$ cat src/rtl/rsa_exp_sched_if.sv
// Requester, response, config and engine-side signals of the modexp job scheduler.
// slave is the scheduler's view; master is the requester/engine side.
interface rsa_exp_sched_if #(
   parameter int IN_BIT  = 3,
   parameter int MOD_BIT = 5,
   parameter int EXP_BIT = 3
);
   logic               req0_valid, req1_valid;
   logic               req0_ready, req1_ready;
   logic [IN_BIT-1:0]  req0_base, req1_base;
   logic [EXP_BIT-1:0] req0_exp, req1_exp;
   logic               cfg_we;
   logic [MOD_BIT-1:0] cfg_n, cfg_n_inv;
   logic               rsp0_valid, rsp1_valid;
   logic               rsp0_ready, rsp1_ready;
   logic [MOD_BIT:0]   rsp0_result, rsp1_result;
   logic               rsp0_err, rsp1_err;
   logic               busy;
   logic               eng_rst_n;
   logic [IN_BIT-1:0]  eng_in;
   logic [EXP_BIT-1:0] eng_exp;
   logic [MOD_BIT-1:0] eng_n, eng_n_inv;
   logic               eng_done;
   logic [MOD_BIT:0]   eng_out;

   modport slave (
      input  req0_valid, req1_valid, req0_base, req1_base, req0_exp, req1_exp,
      input  cfg_we, cfg_n, cfg_n_inv, rsp0_ready, rsp1_ready, eng_done, eng_out,
      output req0_ready, req1_ready, rsp0_valid, rsp1_valid, rsp0_result, rsp1_result,
      output rsp0_err, rsp1_err, busy, eng_rst_n, eng_in, eng_exp, eng_n, eng_n_inv
   );

   modport master (
      output req0_valid, req1_valid, req0_base, req1_base, req0_exp, req1_exp,
      output cfg_we, cfg_n, cfg_n_inv, rsp0_ready, rsp1_ready, eng_done, eng_out,
      input  req0_ready, req1_ready, rsp0_valid, rsp1_valid, rsp0_result, rsp1_result,
      input  rsp0_err, rsp1_err, busy, eng_rst_n, eng_in, eng_exp, eng_n, eng_n_inv
   );
endinterface

$ cat src/rtl/rsa_exp_sched.sv
// Round-robin job scheduler for the shared Montgomery modexp engine: grants one of two
// requesters, sequences the engine through its reset line, and returns result or error.
module rsa_exp_sched #(
   parameter int IN_BIT  = 3,
   parameter int MOD_BIT = 5,
   parameter int EXP_BIT = 3,
   parameter int TIMEOUT = 255
) (
   input logic             clk,
   input logic             rst,
   rsa_exp_sched_if.slave  bus
);
   localparam int CNT_W = $clog2(TIMEOUT + 1);

   typedef enum logic [1:0] {IDLE, LAUNCH, RUN, RESP} state_t;

   state_t             state, state_nx;
   logic               last_grant, owner;
   logic [IN_BIT-1:0]  base_q;
   logic [EXP_BIT-1:0] exp_q;
   logic [MOD_BIT-1:0] n_q, n_inv_q;
   logic [MOD_BIT:0]   result_q;
   logic               err_q;
   logic [CNT_W-1:0]   cnt_q;
   logic               grant_vld, grant, accept, timeout_hit, rsp_take;

   always_comb begin
      grant_vld = 1'b0;
      grant     = 1'b0;
      if (bus.req0_valid && bus.req1_valid) begin
         grant_vld = 1'b1;
         grant     = ~last_grant;
      end else if (bus.req0_valid) begin
         grant_vld = 1'b1;
      end else if (bus.req1_valid) begin
         grant_vld = 1'b1;
         grant     = 1'b1;
      end
   end

   // Gating with rst keeps ready low while the async reset holds state at IDLE.
   assign accept      = rst && (state == IDLE) && !bus.cfg_we && grant_vld;
   assign timeout_hit = (cnt_q == CNT_W'(TIMEOUT - 1));
   assign rsp_take    = owner ? bus.rsp1_ready : bus.rsp0_ready;

   always_comb begin
      state_nx = state;
      case (state)
         IDLE:    if (accept) state_nx = n_q[0] ? LAUNCH : RESP;
         LAUNCH:  state_nx = RUN;
         RUN:     if (bus.eng_done || timeout_hit) state_nx = RESP;
         RESP:    if (rsp_take) state_nx = IDLE;
         default: state_nx = IDLE;
      endcase
   end

   always_ff @(posedge clk or negedge rst) begin
      if (!rst) begin
         state      <= IDLE;
         last_grant <= 1'b1;
         owner      <= 1'b0;
         base_q     <= '0;
         exp_q      <= '0;
         n_q        <= '0;
         n_inv_q    <= '0;
         result_q   <= '0;
         err_q      <= 1'b0;
         cnt_q      <= '0;
      end else begin
         state <= state_nx;
         case (state)
            IDLE: begin
               if (bus.cfg_we) begin
                  n_q     <= bus.cfg_n;
                  n_inv_q <= bus.cfg_n_inv;
               end else if (accept) begin
                  base_q     <= grant ? bus.req1_base : bus.req0_base;
                  exp_q      <= grant ? bus.req1_exp  : bus.req0_exp;
                  owner      <= grant;
                  last_grant <= grant;
                  // An even modulus cannot be Montgomery-reduced; fail the job without the engine.
                  if (!n_q[0]) begin
                     result_q <= '0;
                     err_q    <= 1'b1;
                  end
               end
            end
            LAUNCH: cnt_q <= '0;
            RUN: begin
               cnt_q <= cnt_q + CNT_W'(1);
               if (bus.eng_done) begin
                  result_q <= bus.eng_out;
                  err_q    <= 1'b0;
               end else if (timeout_hit) begin
                  result_q <= '0;
                  err_q    <= 1'b1;
               end
            end
            default: ;
         endcase
      end
   end

   assign bus.req0_ready  = accept && !grant;
   assign bus.req1_ready  = accept && grant;
   assign bus.rsp0_valid  = (state == RESP) && !owner;
   assign bus.rsp1_valid  = (state == RESP) && owner;
   assign bus.rsp0_result = result_q;
   assign bus.rsp1_result = result_q;
   assign bus.rsp0_err    = err_q;
   assign bus.rsp1_err    = err_q;
   assign bus.busy        = (state != IDLE);
   assign bus.eng_rst_n   = (state == RUN);
   assign bus.eng_in      = base_q;
   assign bus.eng_exp     = exp_q;
   assign bus.eng_n       = n_q;
   assign bus.eng_n_inv   = n_inv_q;
endmodule

$ cat src/flat_wrapper.sv
// flat-port wrapper written by rule: the top's interface ports become plain ports
module rsa_exp_sched_flat 
#(
   parameter int IN_BIT  = 3,
   parameter int MOD_BIT = 5,
   parameter int EXP_BIT = 3,
   parameter int TIMEOUT = 255
)
  (clk, rst, bus_req0_valid, bus_req1_valid, bus_req0_base, bus_req1_base, bus_req0_exp, bus_req1_exp, bus_cfg_we, bus_cfg_n, bus_cfg_n_inv, bus_rsp0_ready, bus_rsp1_ready, bus_eng_done, bus_eng_out, bus_req0_ready, bus_req1_ready, bus_rsp0_valid, bus_rsp1_valid, bus_rsp0_result, bus_rsp1_result, bus_rsp0_err, bus_rsp1_err, bus_busy, bus_eng_rst_n, bus_eng_in, bus_eng_exp, bus_eng_n, bus_eng_n_inv);
  rsa_exp_sched_if #(.IN_BIT(IN_BIT), .MOD_BIT(MOD_BIT), .EXP_BIT(EXP_BIT)) bus_i ();
  input logic clk;
  input logic rst;
  input wire logic [$bits(bus_i.req0_valid)-1:0] bus_req0_valid;
  input wire logic [$bits(bus_i.req1_valid)-1:0] bus_req1_valid;
  input wire logic [$bits(bus_i.req0_base)-1:0] bus_req0_base;
  input wire logic [$bits(bus_i.req1_base)-1:0] bus_req1_base;
  input wire logic [$bits(bus_i.req0_exp)-1:0] bus_req0_exp;
  input wire logic [$bits(bus_i.req1_exp)-1:0] bus_req1_exp;
  input wire logic [$bits(bus_i.cfg_we)-1:0] bus_cfg_we;
  input wire logic [$bits(bus_i.cfg_n)-1:0] bus_cfg_n;
  input wire logic [$bits(bus_i.cfg_n_inv)-1:0] bus_cfg_n_inv;
  input wire logic [$bits(bus_i.rsp0_ready)-1:0] bus_rsp0_ready;
  input wire logic [$bits(bus_i.rsp1_ready)-1:0] bus_rsp1_ready;
  input wire logic [$bits(bus_i.eng_done)-1:0] bus_eng_done;
  input wire logic [$bits(bus_i.eng_out)-1:0] bus_eng_out;
  output wire logic [$bits(bus_i.req0_ready)-1:0] bus_req0_ready;
  output wire logic [$bits(bus_i.req1_ready)-1:0] bus_req1_ready;
  output wire logic [$bits(bus_i.rsp0_valid)-1:0] bus_rsp0_valid;
  output wire logic [$bits(bus_i.rsp1_valid)-1:0] bus_rsp1_valid;
  output wire logic [$bits(bus_i.rsp0_result)-1:0] bus_rsp0_result;
  output wire logic [$bits(bus_i.rsp1_result)-1:0] bus_rsp1_result;
  output wire logic [$bits(bus_i.rsp0_err)-1:0] bus_rsp0_err;
  output wire logic [$bits(bus_i.rsp1_err)-1:0] bus_rsp1_err;
  output wire logic [$bits(bus_i.busy)-1:0] bus_busy;
  output wire logic [$bits(bus_i.eng_rst_n)-1:0] bus_eng_rst_n;
  output wire logic [$bits(bus_i.eng_in)-1:0] bus_eng_in;
  output wire logic [$bits(bus_i.eng_exp)-1:0] bus_eng_exp;
  output wire logic [$bits(bus_i.eng_n)-1:0] bus_eng_n;
  output wire logic [$bits(bus_i.eng_n_inv)-1:0] bus_eng_n_inv;
  assign bus_i.req0_valid = bus_req0_valid;
  assign bus_i.req1_valid = bus_req1_valid;
  assign bus_i.req0_base = bus_req0_base;
  assign bus_i.req1_base = bus_req1_base;
  assign bus_i.req0_exp = bus_req0_exp;
  assign bus_i.req1_exp = bus_req1_exp;
  assign bus_i.cfg_we = bus_cfg_we;
  assign bus_i.cfg_n = bus_cfg_n;
  assign bus_i.cfg_n_inv = bus_cfg_n_inv;
  assign bus_i.rsp0_ready = bus_rsp0_ready;
  assign bus_i.rsp1_ready = bus_rsp1_ready;
  assign bus_i.eng_done = bus_eng_done;
  assign bus_i.eng_out = bus_eng_out;
  assign bus_req0_ready = bus_i.req0_ready;
  assign bus_req1_ready = bus_i.req1_ready;
  assign bus_rsp0_valid = bus_i.rsp0_valid;
  assign bus_rsp1_valid = bus_i.rsp1_valid;
  assign bus_rsp0_result = bus_i.rsp0_result;
  assign bus_rsp1_result = bus_i.rsp1_result;
  assign bus_rsp0_err = bus_i.rsp0_err;
  assign bus_rsp1_err = bus_i.rsp1_err;
  assign bus_busy = bus_i.busy;
  assign bus_eng_rst_n = bus_i.eng_rst_n;
  assign bus_eng_in = bus_i.eng_in;
  assign bus_eng_exp = bus_i.eng_exp;
  assign bus_eng_n = bus_i.eng_n;
  assign bus_eng_n_inv = bus_i.eng_n_inv;
  rsa_exp_sched #(.IN_BIT(IN_BIT), .MOD_BIT(MOD_BIT), .EXP_BIT(EXP_BIT), .TIMEOUT(TIMEOUT)) u_core (.clk(clk), .rst(rst), .bus(bus_i));
endmodule
$ cat config.mk
export PLATFORM = sky130hd
export DESIGN_NAME = rsa_exp_sched_flat
export DESIGN_NICKNAME = d
export VERILOG_FILES = /design/src/rtl/rsa_exp_sched_if.sv /design/src/rtl/rsa_exp_sched.sv /design/src/flat_wrapper.sv
export SDC_FILE = /design/constraint.sdc
export NUM_CORES = 1
export LEC_CHECK = 0
export ABC_AREA = 1
export CORE_ASPECT_RATIO = 1.2
export CORE_MARGIN = 2
export CORE_UTILIZATION = 43
export CTS_BUF_LIST = sky130_fd_sc_hd__clkbuf_4 sky130_fd_sc_hd__clkbuf_8 sky130_fd_sc_hd__clkbuf_16
export CTS_CLUSTER_SIZE = 30
export DETAILED_ROUTE_END_ITERATION = 10
export PLACE_DENSITY = 0.83
export SLEW_MARGIN = 20
export SYNTH_ARGS = -nofsm -noshare
export SYNTH_HDL_FRONTEND = slang
export SYNTH_SLANG_ARGS = --single-unit
$ cat constraint.sdc
create_clock -name clk -period 2.28 [get_ports clk]
set_input_delay 0.684 -clock clk [delete_from_list [all_inputs] [get_ports clk]]
set_output_delay 0.684 -clock clk [all_outputs]
set_load 0.01 [all_outputs]
Word level (Yosys, flattened, before mapping)
Index checks and enable logic that the tools add are counted.
{"block": "word_totals", "regBits": 35, "ram_bits": 0, "wordCells": 69, "romBits": 0, "input_bits": 36, "latchBits": 0, "out_inout_bits": 36, "n_memories": 0}
{"block": "op_classes", "mux": 26, "bitwise": 2, "n_lt_le_gt_ge": 0, "mul": 0, "reduce_logical": 20, "div": 0, "shift": 0, "addsub": 1, "n_eq_ne": 10}
{"operator": "$mux 6", "count": 5}
{"operator": "$pmux 8 s2", "count": 1}
{"operator": "$pmux 6 s2", "count": 1}
{"operator": "$mux 1", "count": 11}
{"operator": "$add 8x1->8 const B", "count": 1}
{"operator": "$eq 8x8->1 const B", "count": 1}
{"operator": "$logic_and 1x1->1", "count": 8}
{"operator": "$mux 2", "count": 4}
{"operator": "$pmux 2 s4", "count": 1}
{"operator": "$mux 3", "count": 2}
{"operator": "$ne 2x1->1 const B", "count": 3}
{"operator": "$reduce_and 3->1", "count": 2}
{"operator": "$reduce_bool 2->1", "count": 3}
{"operator": "$reduce_and 5->1", "count": 1}
{"operator": "$eq 2x2->1 const B", "count": 2}
{"operator": "$ne 2x2->1 const B", "count": 2}
{"operator": "$logic_not 1->1", "count": 3}
{"operator": "$ne 3x2->1 const B", "count": 1}
{"operator": "$eq 2x1->1 const B", "count": 1}
{"operator": "$logic_not 2->1", "count": 1}
{"operator": "$not 1->1", "count": 2}
{"operator": "$pmux 1 s2", "count": 1}
{"operator": "$reduce_and 2->1", "count": 1}
{"operator": "$logic_or 1x1->1", "count": 1}

Longest topological paths before layout
Gate-level depths: netlist of the first run.
{"block": "logic_depth", "ltp_word": 7, "depth_mapped": 10}

Worst setup path before layout of the first run
Ideal clock, no wire load.
{"block": "synth_timing", "path_kind": "input -> output", "from": "in bus_req1_valid", "to": "out bus_req1_ready", "required_time_ps": 1596, "stages": 4, "setup_slack_ps": 319, "t_arrival_ps": 1277, "cell_sequence": "inv_1 -> a21oi_1 -> and3_1 -> clkbuf_1"}
{"block": "synth_via", "elab_chain_cells": 5, "elab_cells_between_ends": 8}
{"item": "from (decl)", "line_no": "flat_wrapper.sv:14", "text": "input wire logic [$bits(bus_i.req1_valid)-1:0] bus_req1_valid;"}
{"item": "$mux 1", "line_no": "rsa_exp_sched.sv:35", "text": "end else if (bus.req1_valid) begin"}
{"item": "$mux 1", "line_no": "rsa_exp_sched.sv:33", "text": "end else if (bus.req0_valid) begin"}
{"item": "$mux 1", "line_no": "rsa_exp_sched.sv:30", "text": "if (bus.req0_valid && bus.req1_valid) begin"}
{"item": "$logic_and 1x1->1", "line_no": "rsa_exp_sched.sv:42", "text": "assign accept = rst && (state == IDLE) && !bus.cfg_we && grant_vld;"}
{"item": "$logic_and 1x1->1 (*)", "line_no": "rsa_exp_sched.sv:105", "text": "assign bus.req1_ready = accept && grant;"}
{"item": "to (decl)", "line_no": "flat_wrapper.sv:27", "text": "output wire logic [$bits(bus_i.req1_ready)-1:0] bus_req1_ready;"}
Mark *: on every way between the ends. The rest lies on a longest branch, timed or not.

Worst setup path after layout of the first run
{"block": "layout_timing", "from": "reg u_core.state[1]", "to": "out bus_req0_ready"}
{"block": "layout_via", "elab_chain_cells": 5}
{"item": "from (decl)", "line_no": "rsa_exp_sched.sv:17", "text": "state_t state, state_nx;"}
{"item": "from (signal assigned)", "line_no": "rsa_exp_sched.sv:70", "text": "state <= state_nx;"}
{"item": "$logic_not 2->1", "line_no": "rsa_exp_sched.sv:42"}
{"item": "$logic_and 1x1->1 (3 in series)", "line_no": "rsa_exp_sched.sv:42"}
{"item": "$logic_and 1x1->1", "line_no": "rsa_exp_sched.sv:104", "text": "assign bus.req0_ready = accept && !grant;"}
{"item": "to (decl)", "line_no": "flat_wrapper.sv:26", "text": "output wire logic [$bits(bus_i.req0_ready)-1:0] bus_req0_ready;"}
Every way passes these cells.

==> summary.md, run 1 <==
| Metric | Value |
|---|---|
| Status | completed |
| Port buffer count | 71 |
| R2r startpoint | u_core.state[1] |
| Post-synth top area share | 48.47% |
| Slowest-stage cell, CP | dfrtp_1 |
| Kind of critical path | reg -> out |
| CTS tree | yes |
| Slew margin rel. | 71.28% |
| Area Overhead vs Synth | 52.96% |
| Maximum root-to-sink buffer count | 2 |
| Initial antenna violation count | 0 |
| Post-route cell area | 0.002685 mm^2 |
| End of the worst register-to-register path | u_core.bus.rsp0_err |
| RSZ-0062 raised after global routing | no |
| Share of cells above drive strength 1 | 15.52% |
| # fillers | 334 |
| Mapped Cells | 206 |
| Pwr Density | 1251 mW/mm^2 |
| Post-DR vias/cell | 4.791 |
| Largest net degree at the start of global routing | 36 |
| Initial Utilization | 44.54% |
| Detailed Route WL | 4.121 mm |
| Clock tree root driver cell | clkbuf_8 |
| GRT Resource Usage Total | 19.29% |
| CTS H-Tree Depth | 2 |
| Most frequent cells in the layout | 64 x nand2_1, 61 x clkdlybuf4s50_1, 34 x dfrtp_1, 25 x inv_1, 16 x nor2_1 |
| Setup Skew | 0.001860 ns |
| Commonest non-fill, non-tap cell in the layout | nand2_1 |
| Final setup fails | 0 |
| CP Max Fanout | 3 |
| Top cells by area, synth | dfrtp_1 48%, nand2_1 14%, mux2_2 6.4%, inv_1 5.6%, ha_1 4.3% |
| Insertion delay to the later sink of the worst-skew pair | 0.29 ns |
| Wire length of the first global-routing pass | 6.969 mm |
| Largest area contributor in the netlist | dfrtp_1 |
| Worst reg2reg setup slack | 0.54 ns |
| Max Clock Freq | 465.1 MHz |
| Worst-margin pin slew | 0.4307 ns |
| Num CTS Buffers | 5 |
| Drt pass-1 iters | 5 |
| Synthesized area per cell | 8.522 um^2 |
| FF+latch area | 877.1 um^2 |
| Crit path max-delay family | simple AND/OR/NAND/NOR gates |
| Flops & latches, synth | 35 |
| Layout Nets | 331 |
| Number of global-route vias before repair | 1662 |
| Die Height | 73.99 um |
| Leakage | 1.318 nW |
| Final GP Congestion | 0.7578 |
| DP HPWL | 3.081 mm |
| Dpl cells | 336 |
| Grt total ovfl | 0 |
| Worst ir drop on vdd | 0.6713 mV |
| CP startpoint kind | flop |
| Post-route minimum period | 2.150 ns |
| Synth cell types | 22 |
| # hold bufs at CTS | 0 |
| Die X | 62.33 um |
| R2R cell count | 10 |
| Num rows | 25 |
| Synth warn | 0 |
| Drt initial violations | 55 |
| CP bufs+invs | 2 |
| Clk sinks | 35 |
| Critical path data arrival time | 1.47 ns |
| # IOs | 72 |
| Sequential fraction of the synthesis area | 49.96% |
| Final max-slew violation count | 0 |
| CP endpoint kind | output pin |
| CP max stage delay | 0.38 ns |
| Final Hold Vio Count | 0 |
| Worst hold path type | in -> async |
| N_diodes | 0 |
| Final core occ | 68.13% |
| Mapped cell area | 0.001755 mm^2 |
| DP Area | 0.002572 mm^2 |
| Routed len/inst | 11.98 um |
| Vias | 1648 |
| Worst path cell trace | inv_1 -> ha_2 -> nand2_1 -> nor2_2 -> nand2_2 -> nor2_4 -> buf_2 |
| Final Cycle Share | 94.30% |
| Area of the multi-input gates | 725.7 um^2 |
| Finished Layout Cells | 344 |
| Drt drc | 0 |
| TNS Setup | 0 ns |
| CP required | 1.60 ns |
| Post-Syn Nets | 248 |
| DIE AREA | 0.004611 mm^2 |
| ANT nets after route | 0 |
| CTS clk-pin slew, worst paths | 0.07 ns |
| MaxCap Viol Count | 0 |
| Core area | 0.003941 mm^2 |
-- sequential cells by signal (all words and copies together) (netlist names) --
| signal | flops |
|---|---|
| u_core.bus.eng_n_inv | 5 |
| u_core.bus.eng_n | 5 |
| u_core.bus.eng_exp | 3 |
| u_core.cnt_q | 8 |
| u_core.bus.eng_in | 3 |
| u_core.owner | 1 |
| u_core.bus.rsp0_err | 1 |
| u_core.bus.rsp0_result | 6 |
| u_core.state | 2 |
| u_core.last_grant | 1 |
-- per-layer routing --
layer / vias up / GRT usage (%) / share of wire (%)
li1: 809 / - / -
met1: 770 / 20.08 / 39
met2: 61 / 36.84 / 52
met3: 8 / 6.203 / 7.6
met4: 0 / 7.407 / 1.4
met5: - / 0 / 0
-- worst reg2reg max path, delay by kind of cell (launching register included) --
family,cells,cell delay [ns]
AND/OR/NAND/NOR,7,0.82
flip-flops,1,0.38
buffers and inverters,2,0.25
adder cells (fa/ha/maj),1,0.18
-- report_power, final --
group / total [mW] / switching, mW / internal, mW
clock: 0.576 / 0.223 / 0.354
sequential: 1.06 / 0.168 / 0.890
combinational: 1.72 / 0.805 / 0.919
total: 3.36 / 1.20 / 2.16
-- timing repair --
item	CTS	global route
buffers inserted	0	0
gates cloned	0	0
resized for setup	18	2
pin swaps	3	1
setup endpoints to repair	6	1
-- synth_stat cells --
| cell type | n |
|---|---|
| buf_4 | 8 |
| and3_1 | 1 |
| nand3_1 | 10 |
| and3b_1 | 1 |
| mux2_2 | 10 |
| nand2_1 | 65 |
| dfstp_2 | 1 |
| nand4_1 | 9 |
| buf_2 | 1 |
| a21oi_1 | 6 |
| nand2_2 | 1 |
| o21ai_0 | 4 |
| a21boi_0 | 1 |
| inv_1 | 26 |
| o22ai_1 | 1 |
| o21ai_2 | 1 |
| ha_1 | 6 |
| dfrtp_1 | 34 |
| o21bai_1 | 1 |
| clkbuf_1 | 1 |
| nor2_1 | 16 |
| nor2_2 | 2 |
-- kinds of logic (layout without fill, tap and decap cells) --
group	Yosys count	after routing	share of synthesized area, %
muxes	10	10	6.415
AOI/OAI and AO/OA	14	14	4.562
adders and majority gates	6	6	4.276
DFF	35	35	49.96
buffers and inverters	36	120	9.479
and+or+nand+nor	105	105	25.30
-- metrics by stage --
step	hold slack [ns]	worst slack [ns]	power, mW
4_1_cts	0.4811	0.08037	3.378
3_3_place_gp	0.4768	-0.4361	2.737
6_report	0.4677	0.1300	3.359
2_1_floorplan	0.3884	0.3195	1.943
5_1_grt	0.5024	0.009181	3.606
3_5_place_dp	0.4792	-0.4554	2.798
-- final cells by class --
| cell class | instances | area share (%) |
|---|---|---|
| Inverter | 26 | 3.635 |
| Timing Repair Buffer | 86 | 29.78 |
| Clock buffer | 6 | 3.075 |
| Clock inverter | 2 | 1.305 |
| Sequential cell | 35 | 32.67 |
| Tap cell | 54 | 2.516 |
| Multi-Input combinational cell | 135 | 27.03 |
-- worst max-delay path by stage --
stage	from	to	slack, ns	cells after the start
after floorplan	bus_req1_valid	bus_req1_ready	0.32	4
after global placement	bus_req1_valid	bus_req1_ready	-0.44	5
after detailed placement	bus_req1_valid	bus_req1_ready	-0.46	5
after global routing	u_core.state[1]	bus_req0_ready	0.009	7
final	u_core.state[1]	bus_req0_ready	0.13	7
after CTS	u_core.state[1]	bus_req0_ready	0.08	7
Power figures use the tool's default switching activity.
==> run 2, diff against run 1 <==
==> constraint.sdc (replaced) <==
create_clock -name clk -period 2.28 [get_ports clk]
set_input_delay 0.684 -clock clk [delete_from_list [all_inputs] [get_ports clk]]
set_output_delay 0.684 -clock clk [all_outputs]
set_load 0.005 [all_outputs]
==> run 2 against run 1 <==
Effect of this change: combinational power is 8% lower; flip-flop and latch count stayed put; via count is 2.4% lower; critical path depth is 1 lower; clock power is 16% higher; die area stayed put; design area is 1.6% higher; clock-buffer cell count is 1 lower; register-to-register slack better by 0.02 ns; setup slack worse by 0.091 ns; worst hold slack better by 0.0029 ns; cell count stayed put; largest power group unchanged.
==> summary.md, run 2 (same netlist as run 1, synthesis figures left out) <==
| Metric | Value |
|---|---|
| Setup Skew | 0.007165 ns (+0.005305 ns) |
| Slew margin rel. | 70.97% (-0.31 points) |
| Dpl cells | 334 (-0.60%) |
| Commonest non-fill, non-tap cell in the layout | nand2_1 |
| Initial Utilization | 44.54% (unchanged) |
| Die Height | 73.99 um (unchanged) |
| R2r startpoint | u_core.state[0] |
| RSZ-0062 raised after global routing | yes |
| Detailed Route WL | 3.994 mm (-3.1%) |
| Largest net degree at the start of global routing | 36 (unchanged) |
| Core area | 0.003941 mm^2 (unchanged) |
| Area Overhead vs Synth | 55.45% |
| Clk network pwr share | 20.2% (+3.0 points) |
| Grt total ovfl | 0 (unchanged) |
| Min Hold Slack | 0.4707 ns (+0.002935 ns) |
| Switching share of power | 32.13% (-3.5 points) |
| Most frequent cells in the layout | 64 x nand2_1, 62 x clkdlybuf4s50_1, 34 x dfrtp_1, 24 x inv_1, 16 x nor2_1 |
| Routed len/inst | 11.61 um (-3.1%) |
| Leakage | 1.336 nW (+1.4%) |
| CP endpoint kind | output pin |
| Initial antenna violation count | 0 (unchanged) |
| Logic pwr share | 47.9% (-3.4 points) |
| # IOs | 72 (unchanged) |
| Final core occ | 69.24% (+1.1 points) |
| Share of cells above drive strength 1 | 16.55% (+1.0 points) |
| Insertion delay to the later sink of the worst-skew pair | 0.29 ns (about the same) |
| Clock tree root driver cell | clkbuf_8 |
| Max Clock Freq | 446.2 MHz (-4.1%) |
| Maximum root-to-sink buffer count | 2 (unchanged) |
| Num rows | 25 (unchanged) |
| Final Hold Vio Count | 0 (unchanged) |
| Int Pwr | 2.245 mW (+3.8%) |
| Drt drc | 0 (unchanged) |
| Worst reg2reg setup slack | 0.56 ns (+0.02 ns) |
| CP startpoint kind | flop |
| Final Cycle Share | 98.30% (+4.0 points) |
| Number of global-route vias before repair | 1613 (-2.9%) |
| Pwr Density | 1212 mW/mm^2 (-3.1%) |
| # fillers | 328 (-1.8%) |
| End of the worst register-to-register path | u_core.bus.rsp0_err |
| Final setup fails | 0 (unchanged) |
| CP Max Fanout | 3 (unchanged) |
| DP HPWL | 2.981 mm (-3.3%) |
| Drt pass-1 iters | 4 (-1) |
| MaxCap Viol Count | 0 (unchanged) |
| Status | completed |
| Vias | 1609 (-2.4%) |
| Port buffer count | 71 (unchanged) |
| Max reg flops | 8 (unchanged) |
| Worst hold path type | in -> async |
| Worst-margin pin slew | 0.4354 ns (+0.004666 ns) |
| Critical path data arrival time | 1.56 ns (+0.09 ns) |
| CP required | 1.60 ns (about the same) |
| Post-route minimum period | 2.241 ns (+0.09121 ns) |
| Wire length of the first global-routing pass | 6.941 mm (-0.40%) |
| Worst ir drop on vdd | 0.7003 mV (+4.3%) |
| Drt initial violations | 67 (+22%) |
| TNS Setup | 0 ns (unchanged) |
| Layout Nets | 331 (unchanged) |
| GRT Resource Usage Total | 19.15% (-0.15 points) |
| Sequential Power Share | 31.8% (+0.3 points) |
| DIE AREA | 0.004611 mm^2 (unchanged) |
| Largest Register | u_core.cnt_q |
| Final max-slew violation count | 0 (unchanged) |
| ANT nets after route | 0 (unchanged) |
| Finished Layout Cells | 344 (unchanged) |
| Clk sinks | 35 (unchanged) |
| Num CTS Buffers | 5 (unchanged) |
| Net Switching | 1.063 mW (-11%) |
| Die X | 62.33 um (unchanged) |
| CTS H-Tree Depth | 2 (unchanged) |
| Kind of critical path | reg -> out |
| Final GP Congestion | 0.7609 (+0.41%) |
| Post-DR vias/cell | 4.677 (-2.4%) |
| CTS clk-pin slew, worst paths | 0.08 ns (about the same) |
| CTS tree | yes |
| N_diodes | 0 (unchanged) |
| R2R cell count | 10 (unchanged) |
-- run 2: through the flow --
stage | total power, mW | worst slack [ns] | area [um^2]
floorplan | 1.826 | 0.3590 | 1755
global placement | 2.593 | -0.4006 | 2557
detailed placement | 2.634 | -0.4664 | 2557
CTS | 3.323 | 0.0006947 | 2714
global route | 3.559 | -0.01712 | 2729
finish | 3.308 | 0.03882 | 2729
-- run 2: power by group through the flow --
| stage | registers, mW | logic, mW | clock network, mW |
|---|---|---|---|
| after floorplan | 1.07 | 0.757 | 0 |
| after global placement | 1.05 | 1.54 | 0 |
| after detailed placement | 1.06 | 1.57 | 0 |
| after CTS | 1.06 | 1.59 | 0.678 |
| after global routing | 1.09 | 1.76 | 0.704 |
| final | 1.05 | 1.59 | 0.668 |
-- run 2: worst max-delay path by stage --
stage	from	endpoint	slack [ns]	depth (start not counted)
finish	u_core.state[0]	bus_req1_ready	0.04	6
global route	u_core.state[0]	bus_req1_ready	-0.02	6
CTS	u_core.state[0]	bus_req1_ready	0.0007	6
detailed placement	bus_req1_valid	bus_req1_ready	-0.47	5
global placement	bus_req1_valid	bus_req1_ready	-0.40	5
floorplan	bus_req1_valid	bus_req1_ready	0.36	4
-- run 2: critical path, stage by stage (launching register included) --
cell	delay [ns]
dfrtp_1	0.39
inv_2	0.08
ha_2	0.18
nand2_1	0.07
nor2_2	0.15
and3_4	0.21
clkdlybuf4s15_1	0.20
-- run 2: layout make-up --
cell class / instances / area (um^2) / share of cell area (%)
clock inverter: 3 / 67.56 / 2.476
clock buffer: 5 / 68.82 / 2.522
multi-input combinational: 135 / 730.7 / 26.78
tap: 54 / 67.56 / 2.476
sequential: 35 / 877.1 / 32.14
inverter: 26 / 97.59 / 3.576
timing repair buffer: 86 / 819.5 / 30.03
-- run 2: layer usage --
metal  part of all wire [%]  track usage [%]  wire (um)
met5                      0                0          0
met4                    1.1            5.926         43
met3                    6.7            5.446        269
met2                     51            35.75       2029
met1                     41            21.63       1652
-- run 2: repair_timing --
action | in CTS | in global routing
setup buffers | 2 | 0
pin swaps | 2 | 1
gates resized for setup | 13 | 6
hold endpoints to repair | 0 | 0
hold buffers | 0 | 0
endpoints found under the setup margin | 4 | 4
gates cloned | 0 | 0
==> run 3, diff against run 2 <==
ABC_CLOCK_PERIOD_IN_PS = 2280   (was not set)
CTS_CLUSTER_DIAMETER = 60   (was not set)
==> results of run 3 <==
The final DEF is identical to that of run 2; final timing and power are the same.
